File: src/rtl/alu_result_fifo.sv
// Captures ALU results plus op code, derives status flags at write, buffers them in a FWFT FIFO.
// Head visible 1 cycle after a push into empty; in_ready drops when full and the producer holds.
module alu_result_fifo #(
  parameter int WIDTH = 4,
  parameter int DEPTH = 4,
  parameter int AW    = 2
) (
  input  logic             clk,
  input  logic             rst,
  input  logic             in_valid,
  output logic             in_ready,
  input  logic [WIDTH-1:0] in_data,
  input  logic [2:0]       in_op,
  output logic             out_valid,
  input  logic             out_ready,
  output logic [WIDTH-1:0] out_data,
  output logic [2:0]       out_op,
  output logic             out_zero,
  output logic             out_neg,
  output logic             out_par,
  output logic             out_badop,
  output logic [AW:0]      count
);

  typedef struct packed {
    logic             badop;
    logic             par;
    logic             neg;
    logic             zero;
    logic [2:0]       op;
    logic [WIDTH-1:0] data;
  } entry_t;

  localparam logic [AW:0] FULL_CNT = (AW+1)'(DEPTH);

  entry_t        mem [DEPTH];
  entry_t        wr_ent;
  entry_t        head;
  logic [AW-1:0] rd_ptr;
  logic [AW-1:0] wr_ptr;
  logic          push;
  logic          pop;

  assign in_ready  = (count != FULL_CNT);
  assign out_valid = (count != '0);
  assign push      = in_valid & in_ready;
  assign pop       = out_valid & out_ready;

  // Flags are frozen at capture so the consumer never recomputes them.
  always_comb begin
    wr_ent       = '0;
    wr_ent.data  = in_data;
    wr_ent.op    = in_op;
    wr_ent.zero  = (in_data == '0);
    wr_ent.neg   = in_data[WIDTH-1];
    wr_ent.par   = ^in_data;
    wr_ent.badop = in_op[2] & (in_op[1] | in_op[0]);
  end

  always_ff @(posedge clk) begin
    if (push) mem[wr_ptr] <= wr_ent;
  end

  always_ff @(posedge clk or posedge rst) begin
    if (rst) begin
      rd_ptr <= '0;
      wr_ptr <= '0;
      count  <= '0;
    end else begin
      if (push) wr_ptr <= wr_ptr + 1'b1;
      if (pop)  rd_ptr <= rd_ptr + 1'b1;
      case ({push, pop})
        2'b10:   count <= count + 1'b1;
        2'b01:   count <= count - 1'b1;
        default: count <= count;
      endcase
    end
  end

  // Storage is uninitialised after reset, so the head is masked while empty.
  assign head      = out_valid ? mem[rd_ptr] : '0;
  assign out_data  = head.data;
  assign out_op    = head.op;
  assign out_zero  = head.zero;
  assign out_neg   = head.neg;
  assign out_par   = head.par;
  assign out_badop = head.badop;

endmodule

File: config.mk
export PLATFORM = sky130hd
export DESIGN_NAME = alu_result_fifo
export DESIGN_NICKNAME = d
export VERILOG_FILES = /design/src/rtl/alu_result_fifo.sv
export SDC_FILE = /design/constraint.sdc
export NUM_CORES = 1
export LEC_CHECK = 0
export ABC_CLOCK_PERIOD_IN_PS = 2450
export BUFFER_PORTS_ARGS = -buffer_cell sky130_fd_sc_hd__clkbuf_2
export CORE_MARGIN = 5
export CORE_UTILIZATION = 45
export CTS_CLUSTER_SIZE = 40
export DETAILED_ROUTE_END_ITERATION = 8
export GPL_TIMING_DRIVEN = 0
export HOLD_SLACK_MARGIN = 0.03
export PLACE_DENSITY_LB_ADDON = 0.05
export SYNTH_ARGS = -nofsm -noshare
export SYNTH_HDL_FRONTEND = slang
export SYNTH_SLANG_ARGS = --single-unit
File: constraint.sdc
create_clock -name clk -period 2.45 [get_ports clk]
set_input_delay 0.245 -clock clk [delete_from_list [all_inputs] [get_ports clk]]
set_output_delay 0.245 -clock clk [all_outputs]
set_load 0.02 [all_outputs]
==> results.json, run 1 <==
{
  "syn_inst": 112,
  "area_growth_pct": 16.87,
  "cp_cell_sequence": "or3b_4, and2_4, inv_1, ha_1, inv_1, fa_1, xor2_1, nor2_1, xor2_1",
  "syn_nets": 131,
  "setup_violations": 0,
  "via_per_inst": 5.045,
  "numCtsBuffers": 5,
  "portBuffers": 26,
  "post-cts-setup-buffers": 0,
  "nFillCells": 381,
  "worstMarginPinSlew_ps": 598.9,
  "power_density_mw_per_mm2": 1305,
  "clockRootBuffer": "clkbuf_8",
  "place_inst": 190,
  "status": "finished clean",
  "syn_area_per_cell_um2": 17.87,
  "synth_area_mm2": 0.002002,
  "setup-tns-final_ps": 0,
  "initial_core_util_pct": 46.30,
  "ys.warnings.count": 0,
  "cts.sinks": 47,
  "gp_congestion": 0.7068,
  "antenna_found_initial": 0,
  "final_common_cell": "edfxtp_1",
  "seq_area_frac_synth_pct": 68.75,
  "worstPathMaxFanout": 6,
  "globalRouteTotalUtil_pct": 12.41,
  "vdd_drop_max_mv": 0.8227,
  "layout_min_cycle_time_ps": 2249,
  "skew_ps": 4.738,
  "coreArea_mm2": 0.004324,
  "rows": 24,
  "hold_viol": 0,
  "critPathArrivalTime_ps": 2470,
  "antenna_left": 0,
  "wl_mm": 3.321,
  "nNetsFinal": 165,
  "wl_per_cell_um": 16.69,
  "final_cells": 199,
  "clk_latency_ps": 290,
  "final_cell_mix": "40 x edfxtp_1, 26 x clkbuf_2, 12 x and2_1, 11 x inv_1, 10 x mux4_2",
  "path_class": "flop to flop",
  "placed_area_mm2": 0.002197,
  "setup.worst_path.start_class": "flop",
  "dieHeight_um": 76.70,
  "ioPinCount": 27,
  "n_antenna_cell": 0,
  "cts-htree-levels": 2,
  "cp_slowest_stage_delay_ps": 450,
  "relSlewSlack_pct": 60.07,
  "remaining_drc_errors": 0,
  "clk_pin_slew_worst_paths_ps": 80,
  "clock.fmax_mhz": 444.5,
  "grt_pass1_vias": 1119,
  "num_vias": 1004,
  "cp-end-kind": "flop",
  "synth_top_area_share_pct": 60.00,
  "die_w_um": 76.70,
  "period_share_pct": 91.82,
  "cpMaxStageDelayCell": "or3b_4",
  "post_route_cells_drive_above_1_share_pct": 33.33,
  "overflow": 0,
  "ys_ff_latch": 47,
  "path_buf_inv": 2,
  "cap_violations": 0,
  "critPathTopFamily": "simple AND/OR/NAND/NOR gates",
  "slew_violations": 0,
  "yosys-top-cells-area": "edfxtp_1 60%, mux4_2 11%, dfrtp_1 8.8%, ha_1 4.4%, and2_1 3.8%",
  "p_leak_uw": 0.0009242,
  "cts_tree": "yes",
  "place.detailed.hpwl_mm": 2.238,
  "hold_path.class": "input port to flop",
  "final_area_mm2": 0.002340,
  "ff2ff_setup_slack_ps": 200,
  "synthDistinctLibCells": 22,
  "drtIter0Drc": 32,
  "grt_max_degree": 15,
  "synth_area_leader_cell": "edfxtp_1",
  "clk_path_buf_depth": 2,
  "cp_data_required_time_ps": 2670,
  "dr.pass1.iters": 4,
  "grt_pass1_wl_mm": 5.554,
  "rsz0062_at_grt": "no",
  "die_area_mm2": 0.005883,
  "fin_util_pct": 54.11
}
## sequential cells by signal, indices dropped and copies added, names as in the netlist
name / cells
mem: 40
count: 3
wr_ptr: 2
rd_ptr: 2
## metal layers
layer	track usage, %	vias to the layer above	share of wire, %
met1	15.42	508	43
met4	3.671	0	0.24
li1	-	474	-
met3	4.684	2	4.7
met2	20.12	20	52
met5	0	-	0
## Yosys cell counts, drive strengths merged
cell type	count
edfxtp	40
and2	13
inv	11
mux4	10
dfrtp	7
ha	7
and3	4
xor2	4
buf	3
xnor2	3
clkbuf	1
fa	1
mux2	1
nand2	1
nand3	1
nor2	1
o21a	1
o21ai	1
or3	1
or3b	1
## power breakdown
part           total, µW  switching [µW]  internal (µW)  leakage [µW]
clock network        653             246            408     0.0000654
logic               1230             691            534      0.000410
registers           1170            88.4           1090      0.000449
total               3050            1030           2030      0.000924
## layout make-up
class	count	area (µm²)	share of cell area [%]
Multi-Input combinational cell	50	560.5	23.96
Timing Repair Buffer	27	140.1	5.989
Inverter	11	41.29	1.765
Clock inverter	2	60.06	2.567
Buffer	4	23.77	1.016
Tap cell	52	65.06	2.781
Sequential cell	47	1376	58.82
Clock buffer	6	72.57	3.102
## path summary, 6_finish.rpt
path / from / to / cells after the start
max: count[0]$_DFFE_PP0P_ / count[2]$_DFFE_PP0P_ / 9
min: in_data[0] / mem[0][0]$_DFFE_PP_ / 1
max reg2reg: count[0]$_DFFE_PP0P_ / count[2]$_DFFE_PP0P_ / 9
min in group asynchronous: rst / count[1]$_DFFE_PP0P_ / 3
min reg2reg: count[2]$_DFFE_PP0P_ / count[2]$_DFFE_PP0P_ / 1
max in group asynchronous: rst / rd_ptr[1]$_DFFE_PP0P_ / 3
## through the flow
step	worst slack, ps	total power (µW)	hold WS, ps
after global placement	277.5	2419	170.9
after CTS	186.8	3113	172.1
after global routing	37.37	3263	183.0
final	200.5	3053	182.9
after detailed placement	226.4	2453	189.8
after floorplan	221.5	2074	48.40
## logic make-up (layout without fill, tap and decap cells)
| kind of cell | count (synthesis) | after routing | synth area share, % |
|---|---|---|---|
| xor+xnor | 7 | 7 | 3.063 |
| fa+ha+maj | 8 | 8 | 5.375 |
| compound gates | 2 | 2 | 0.6249 |
| mux | 11 | 11 | 12.00 |
| buf+inv | 15 | 50 | 3.249 |
| simple gates | 22 | 22 | 6.937 |
| flops | 47 | 47 | 68.75 |
## repair_timing
item,4_1_cts,5_1_grt
gates resized for setup,0,0
endpoints found under the hold margin,7,0
hold buffers,1,0
No activity file was read; power rests on OpenSTA's default activity.
==> run 2: changes to the inputs <==
--- a/config.mk
+++ b/config.mk
@@ -7,6 +7,8 @@
 export LEC_CHECK = 0
 export ABC_CLOCK_PERIOD_IN_PS = 2450
 export BUFFER_PORTS_ARGS = -buffer_cell sky130_fd_sc_hd__clkbuf_2
+export CELL_PAD_IN_SITES_DETAIL_PLACEMENT = 0
+export CELL_PAD_IN_SITES_GLOBAL_PLACEMENT = 1
 export CORE_MARGIN = 5
 export CORE_UTILIZATION = 45
 export CTS_CLUSTER_SIZE = 40
==> run 2 against run 1 <==
  * Sequential power about the same
  * Worst hold slack got worse by 8.7 ps
  * Global-route usage is 0.39 points higher
  * Highest routed layer unchanged
==> results.json, run 2 (synthesized netlist as in run 1, its figures left out) <==
{
  "skew_ps": 4.520,
  "ioPinCount": 27,
  "grt_pass1_wl_mm": 5.540,
  "rsz0062_at_grt": "no",
  "initial_core_util_pct": 46.30,
  "clockRootBuffer": "clkbuf_8",
  "cts.sinks": 47,
  "cp_data_required_time_ps": 2670,
  "n_antenna_cell": 0,
  "cap_violations": 0,
  "power_density_mw_per_mm2": 1311,
  "numCtsBuffers": 5,
  "wl_mm": 3.452,
  "reg.largest.list": "mem: 40 flops, count: 3 flops",
  "timing.rr.end": "count[2]$_DFFE_PP0P_",
  "portBuffers": 26,
  "globalRouteTotalUtil_pct": 12.79,
  "cts-htree-levels": 2,
  "layout_min_cycle_time_ps": 2252,
  "path_class": "flop to flop",
  "worstPathMaxFanout": 6,
  "place.detailed.hpwl_mm": 2.317,
  "drtIter0Drc": 74,
  "die_w_um": 76.70,
  "clk_latency_ps": 300,
  "fin_ws_ps": 197.8,
  "wl_per_cell_um": 17.35,
  "p_leak_uw": 0.0009242,
  "dr.pass1.iters": 4,
  "worstMarginPinSlew_ps": 592.5,
  "grt_pass1_vias": 1061,
  "nNetsFinal": 165,
  "r2r_start": "count[0]$_DFFE_PP0P_",
  "dieHeight_um": 76.70,
  "overflow": 0,
  "num_vias": 1002,
  "antenna_found_initial": 0,
  "top_register": "mem",
  "gp_congestion": 0.7090,
  "critPathArrivalTime_ps": 2480,
  "relSlewSlack_pct": 60.50,
  "via_per_inst": 5.035,
  "clk_pin_slew_worst_paths_ps": 90,
  "vdd_drop_max_mv": 0.5443,
  "final_cell_mix": "40 x edfxtp_1, 26 x clkbuf_2, 12 x and2_1, 11 x inv_1, 10 x mux4_2",
  "status": "finished clean",
  "setup-tns-final_ps": 0,
  "grt_max_degree": 15,
  "largest_register_ffs": 40,
  "setup.worst_path.start_class": "flop",
  "setup_violations": 0,
  "final_common_cell": "edfxtp_1",
  "coreArea_mm2": 0.004324,
  "post-cts-setup-buffers": 0,
  "post_route_cells_drive_above_1_share_pct": 33.33,
  "cts_resized": 0,
  "hold_viol": 0,
  "min_path_cells": 1,
  "period_share_pct": 91.93,
  "rows": 24,
  "clk_path_buf_depth": 2,
  "hold_end": "mem[2][8]$_DFFE_PP_",
  "remaining_drc_errors": 0,
  "slew_violations": 0,
  "hold_path.class": "input port to flop",
  "die_area_mm2": 0.005883,
  "rr_worst_depth": 9,
  "cts_tree": "yes",
  "min_from": "in_data[3]",
  "placed_area_mm2": 0.002197,
  "cp-end-kind": "flop",
  "ff2ff_setup_slack_ps": 200,
  "area_growth_pct": 16.87,
  "final_area_mm2": 0.002340,
  "pre_cts_ws_ps": 221.9,
  "antenna_left": 0,
  "clock.fmax_mhz": 444.0
}
==> run 2: worst max-delay path by stage <==
stage | startpoint | end | slack (ps) | depth (start not counted)
6_report | count[0]$_DFFE_PP0P_ | count[2]$_DFFE_PP0P_ | 200 | 9
5_1_grt | count[0]$_DFFE_PP0P_ | count[2]$_DFFE_PP0P_ | 90 | 9
4_1_cts | count[0]$_DFFE_PP0P_ | count[2]$_DFFE_PP0P_ | 190 | 9
3_5_place_dp | count[0]$_DFFE_PP0P_ | count[2]$_DFFE_PP0P_ | 220 | 9
3_3_place_gp | count[0]$_DFFE_PP0P_ | count[2]$_DFFE_PP0P_ | 280 | 9
2_1_floorplan | count[0]$_DFFE_PP0P_ | count[2]$_DFFE_PP0P_ | 220 | 9
==> run 2: final cells by class <==
cell class                      count  area [µm²]
Multi-Input combinational cell     50       560.5
Inverter                           11       41.29
Clock buffer                        6       72.57
Fill cell                         381        1984
Sequential cell                    47        1376
Clock inverter                      2       60.06
Timing Repair Buffer               27       140.1
Tap cell                           52       65.06
Buffer                              4       23.77
==> run 2: metrics by stage <==
step,std cells,total power [µW],hold slack (ps),util (%)
floorplan,112,2074,48.40,-
global placement,190,2415,176.8,50.81
detailed placement,190,2456,183.9,50.81
CTS,199,3120,167.5,54.11
global route,199,3273,167.8,54.11
finish,199,3068,174.2,54.11
==> run 2: report_power, final <==
part,leakage [µW],internal (µW),total [µW],switching [µW]
logic,0.000410,535,1230,695
clock network,0.0000654,408,663,255
registers,0.000449,1090,1180,89.4
==> run 2: what timing repair did <==
action                                  in CTS  in global routing
endpoints found under the setup margin       0                  0
hold endpoints to repair                     7                  0
hold buffers                                 1                  0
==> run 2: worst max-delay path: stages, from the launching register on <==
cell	delay (ps)
dfrtp_1	440
or3b_4	440
and2_4	190
inv_1	50
ha_1	180
inv_1	60
fa_1	380
xor2_1	150
nor2_1	120
xor2_1	150
==> run 2: layer usage <==
layer,vias to the layer above,global-route usage [%],share of wire [%]
met2,22,19.86,50
met4,0,5.245,1.8
li1,473,-,-
met1,501,16.41,43
met3,6,4.333,4.4
met5,-,0,0
